### src/rtl/sipo_deserializer.sv
`default_nettype none
// ============================================================================
//  Module      : sipo_deserializer
//  Description : Serial-in, parallel-out receiver. Collects one bit per clock
//                while shift is high, LSB first, and presents each completed
//                WIDTH-bit word on a held bus with a valid/ready handshake.
//                A sticky overrun flag records words completed on top of an
//                unconsumed word; resync realigns the word boundary.
//  Revision    : 1.0 - initial release
// ============================================================================
module sipo_deserializer #(
    parameter int WIDTH = 4,
    parameter int CNT_W = 5
) (
    input  logic             clk,
    input  logic             rst,
    input  logic             din,
    input  logic             shift,
    input  logic             resync,
    output logic [WIDTH-1:0] q,
    output logic             valid,
    input  logic             ready,
    output logic             overrun,
    output logic [CNT_W-1:0] bit_cnt
);

    localparam logic [CNT_W-1:0] c_last_bit = CNT_W'(WIDTH - 1);
    localparam logic [CNT_W-1:0] c_one      = CNT_W'(1);

    logic [WIDTH-1:0] r_sr;
    logic [WIDTH-1:0] r_q;
    logic             r_valid;
    logic             r_overrun;
    logic [CNT_W-1:0] r_bit_cnt;

    logic [WIDTH-1:0] w_sr_next;
    logic             w_take_bit;
    logic             w_complete;

    // New bits enter at the top so the first-received bit ends up in bit 0.
    assign w_sr_next  = {din, r_sr[WIDTH-1:1]};
    // resync wins over shift: a bit presented on a resync edge is dropped.
    assign w_take_bit = shift && !resync;
    assign w_complete = w_take_bit && (r_bit_cnt == c_last_bit);

    // Shift register, bit counter, output word and handshake flags.
    always_ff @(posedge clk) begin
        if (rst) begin
            r_sr      <= '0;
            r_q       <= '0;
            r_valid   <= 1'b0;
            r_overrun <= 1'b0;
            r_bit_cnt <= '0;
        end else begin
            if (resync) begin
                r_sr      <= '0;
                r_bit_cnt <= '0;
            end else if (shift) begin
                r_sr      <= w_sr_next;
                r_bit_cnt <= w_complete ? '0 : (r_bit_cnt + c_one);
            end

            // A completing word always lands in q; the old word is only lost
            // (and flagged) when it was not being accepted on this same edge.
            if (w_complete) begin
                r_q     <= w_sr_next;
                r_valid <= 1'b1;
                if (r_valid && !ready) begin
                    r_overrun <= 1'b1;
                end
            end else if (r_valid && ready) begin
                r_valid <= 1'b0;
            end
        end
    end

    assign q       = r_q;
    assign valid   = r_valid;
    assign overrun = r_overrun;
    assign bit_cnt = r_bit_cnt;

endmodule
`default_nettype wire

### config.mk
export PLATFORM = sky130hd
export DESIGN_NAME = sipo_deserializer
export DESIGN_NICKNAME = d
export VERILOG_FILES = /design/src/rtl/sipo_deserializer.sv
export SDC_FILE = /design/constraint.sdc
export NUM_CORES = 1
export LEC_CHECK = 0
export CAP_MARGIN = 20
export CORE_MARGIN = 2
export CORE_UTILIZATION = 39
export DETAILED_ROUTE_END_ITERATION = 8
export HOLD_SLACK_MARGIN = 0.1
export PLACE_DENSITY = 0.76
export SLEW_MARGIN = 20
export SYNTH_ARGS = -nofsm -noshare
export SYNTH_HDL_FRONTEND = slang
export SYNTH_SLANG_ARGS = --single-unit
### constraint.sdc
create_clock -name clk -period 1.2 [get_ports clk]
set_input_delay 0.36 -clock clk [delete_from_list [all_inputs] [get_ports clk]]
set_output_delay 0.36 -clock clk [all_outputs]
set_load 0.03 [all_outputs]
After elaboration in Yosys (flattened, before gate mapping)
Cells that the tools add are included.
- word-level logic and storage cells: 19
- bits in registers: 15
- input port bits: 6
- output and inout bits: 11
- reductions and logical operators: 9
- add/subtract/negate cells: 1
- equality and inequality tests: 1
- mux-type cells: 3
- operators with widths (operator ; count):
    $add 5x1->5 const B ; 1
    $eq 5x2->1 const B ; 1
    $mux 5 ; 1
    $logic_and 1x1->1 ; 4
    $logic_not 1->1 ; 2
    $mux 1 ; 2
    $reduce_and 2->1 ; 1
    $reduce_bool 2->1 ; 1
    $reduce_or 2->1 ; 1

Depth between registers and ports, before layout
- depth in word-level cells: 4
- depth in mapped cells: 5
- gate-level depth less buffers: 4

Worst setup path after synthesis
No wires, ideal clock.
- path kind: register -> register
- start point: register r_bit_cnt[0] (netlist: bit_cnt[0])
- end point: register r_q[0] (netlist: q[0])
- path buffers: 1
- setup time: 0.072 ns
- slack: -0.197 ns
- data required time: 1.128 ns
- arrival time: 1.325 ns
- period minus slack after synthesis: 1.397 ns
- stages on the path, launching flop included: 6
- cells stage by stage: dfxtp_1 > ha_1 > nand2_1 > and2b_1 > buf_6 > mux2i_1
- word-level cells in the longest chain between the ends: 2
- RTL lines (what ; RTL line ; source):
    start: declaration ; 34 ; logic [CNT_W-1:0] r_bit_cnt;
    start signal: assignment ; 60 ; r_bit_cnt <= w_complete ? '0 : (r_bit_cnt + c_one);
    $eq 5x2->1 ; 44 ; assign w_complete = w_take_bit && (r_bit_cnt == c_last_bit);
    $logic_and 1x1->1 ; 44 ;
    end signal: assignment ; 66 ; r_q <= w_sr_next;
    end: declaration ; 31 ; logic [WIDTH-1:0] r_q;
Every way passes these cells.
A chain may end at the register's enable or synchronous reset.

Final worst setup path
- start point: register r_bit_cnt[3] (netlist: bit_cnt[3])
- end point: output bit_cnt[3]
- RTL lines (what ; RTL line ; source):
    end: declaration ; 24 ; output logic [CNT_W-1:0] bit_cnt
No word-level cell between the ends.

==> impl_metrics.toml <==
[floorplanning]
start_util_pct = 43.19
dieWidth_um = 42.67
pin_count = 17
dieArea_mm2 = 0.001820
core_mm2 = 0.001350
die_h_um = 42.67
placementRows = 13

[layout]
num-fill-cells = 100
num_antenna_cells = 0
final_cell_area_um2 = 980.9
final_cell_mix = "buf_4, buf_6, dfxtp_1"
area_delta_synth_final_pct = 68.24
fin_nets = 105
fin_util_pct = 72.66
fin_cells = 112
final_common_cell = "buf_4"
drive_gt1_share_pct = 50.52

[power_and_ir_drop]
intPower_mw = 0.6305
ir_drop_uv = 709.7
p_leak_nw = 0.4113
power.switching_mw = 0.1951
seqPwrFrac_pct = 56.5
p_clk_share_pct = 32.9
cellPowerDensity_mw_per_mm2 = 841.6
power_frac_comb_pct = 10.6
p_sw_share_pct = 23.63

[routing]
vias = 563
drc_errors = 0
dr.pass1.iters = 4
drt-total-wl_um = 1458
ant_nets = 0
routedWlPerCell_um = 13.02
drt_iter0_markers = 7
viasPerCell = 5.027

[worst_setup_path]
cp.required_ns = 0.84
r2r_cells = 5
critPathBufInv = 2
r2r_end = "overrun"
crit_chain = "buf_6 > buf_6"
crit_top_cell = "buf_6"
rrSetupSlack_ns = -0.03
crit_fanout = 2
endpoint_kind = "output pin"
cp.arrival_ns = 0.89
slowest_delay_ns = 0.37
cpLargestDelayFamily = "flip-flops"
cpMaxStageDelayCell = "dfxtp_2"
crit_type = "reg2out"
start_kind = "flip-flop"
r2r-start = "bit_cnt[1]"

[placement]
dpl.cell_count = 101
placed_cell_area_um2 = 829.5
place.port_buffers = 16
routabilityCongestion = 0.7507
place_hpwl_um = 928.1

[global_route]
grt_max_degree = 11
antenna_found_initial = 0
grt.overflow.total = 0
grt_pass1_vias = 546
grt_pass1_wl_um = 2318
track_usage_pct = 17.17

[synthesis]
yosys_warnings = 0
seq_area_frac_synth_pct = 48.07
syn_avg_cell_area_um2 = 9.558
synth.area.top_cells = "dfxtp_1, mux2i_1, nand2_1, xor2_1, nor2_1"
netlist.top_cell.by_area = "dfxtp_1"
synth_top_area_share_pct = 48.07
synth_cells = 61
synth_area_um2 = 583.1
synth_nets = 68
synth_seq_cells = 14
ys_types = 22

[clock_network]
ctsLongestPathBuffers = 2
cts.sinks = 14
cts_tree = "yes"
cts_htree_levels = 1
cts-root-buf = "clkbuf_4"
clk_pin_slew_ns = 0.09
clock_latency_ns = 0.28
cts_made_buffers = 3
holdBufCountCts = 0

[timing]
setup_violations = 7
slew_headroom_pct = 85.98
timing.final.crit_share_pct = 103.8
fmax_mhz = 803.0
worstMarginPinSlew_ns = 0.2087
rsz0062_at_grt = "true"
drv_slew = 0
hold_violations = 0
final.setup_skew_ns = 0.009196
finalWorstSetupSlack_ns = -0.04535
period_minus_slack_ns = 1.245

[run]
max-cap-violations = 0

[outcome]
failed_checks = "setup timing"
status = "complete, but fails checks"

[hold_path]
hp-start = "resync"
holdPathStages = 4
hold-path-endpoint = "valid"
hold_class = "in2reg"
-- timing repair --
action | 4_1_cts | 5_1_grt
endpoints found under the setup margin | 14 | 14
pin swaps | 1 | 1
cloned | 0 | 0
gates resized for setup | 14 | 9
setup buffers | 5 | 2
-- logic make-up after synthesis --
family          count (synthesis)  share of synthesized area [%]
compound gates                  4                          5.150
xor+xnor                        3                          4.507
fa+ha+maj                       1                          2.146
buf+inv                         5                          4.934
flops                          14                          48.07
mux                             7                          12.02
simple gates                   27                          23.18
-- through the flow --
stage / setup slack (ns) / total power [mW] / hold slack [ns] / setup TNS (ns)
3_3_place_gp: -0.3397 / 0.5521 / 0.4457 / -4.087
3_5_place_dp: -0.3682 / 0.5538 / 0.4565 / -4.255
6_report: -0.04535 / 0.8256 / 0.4498 / -0.1704
4_1_cts: -0.04446 / 0.8315 / 0.4693 / -0.1413
5_1_grt: -0.08857 / 0.8687 / 0.4515 / -0.6179
2_1_floorplan: -0.01611 / 0.5122 / 0.4291 / -0.01611
-- cell usage after synthesis (all sizes together) --
| library cell | count |
|---|---|
| nand2b | 2 |
| dfxtp | 14 |
| o22ai | 1 |
| and2b | 1 |
| nor3 | 2 |
| buf | 3 |
| nor4 | 1 |
| xor2 | 3 |
| ha | 1 |
| inv | 1 |
| a22o | 1 |
| o32ai | 1 |
| or2 | 1 |
| clkinv | 1 |
| nor2 | 6 |
| nand3b | 1 |
| nand2 | 9 |
| a21oi | 1 |
| nand4 | 2 |
| nand3 | 2 |
| mux2i | 7 |
-- layer usage --
metal  part of all wire (%)  vias up  track usage, %
li1                       -      280               -
met1                     42      265           19.42
met2                     52       16           30.00
met3                    5.9        2           8.085
met4                   0.55        0           1.875
met5                      0        -               0
-- power groups by stage --
stage                     combinational (mW)  sequential (mW)  clock [mW]
after global routing                  0.0938            0.467       0.308
after global placement                0.0731            0.479           0
after detailed placement              0.0748            0.479           0
final                                 0.0877            0.466       0.272
after floorplan                       0.0276            0.485           0
after CTS                             0.0816            0.468       0.281
-- worst max-delay path by stage --
stage / end / startpoint / cells past startpoint / slack, ns
finish: bit_cnt[3] / bit_cnt[3] / 2 / -0.05
global route: bit_cnt[2] / bit_cnt[1] / 5 / -0.09
CTS: bit_cnt[1] / bit_cnt[1] / 2 / -0.04
detailed placement: q[0] / resync / 5 / -0.37
global placement: q[0] / resync / 5 / -0.34
floorplan: overrun / bit_cnt[1] / 5 / -0.02
-- state kept, by name, summed over array words and instances (netlist names) --
signal   flops
bit_cnt      5
q            4
r_sr         3
overrun      1
valid        1
-- tightest hold or removal path, delay by kind of cell --
family,cells,cell delay (ns)
compound gates,1,0.07
buf+inv,1,0.13
simple gates,2,0.13
-- final cells by class --
class                      instances  area (µm²)  share of cell area, %
multi-input combinational         42       320.3                  32.65
clock inverter                     1       3.754                 0.3827
timing repair buffer              35       314.1                  32.02
sequential                        14       294.0                  29.97
inverter                           2       7.507                 0.7653
tap                               15       18.77                  1.913
clock buffer                       3       22.52                  2.296
No activity file was read; power rests on OpenSTA's default activity.
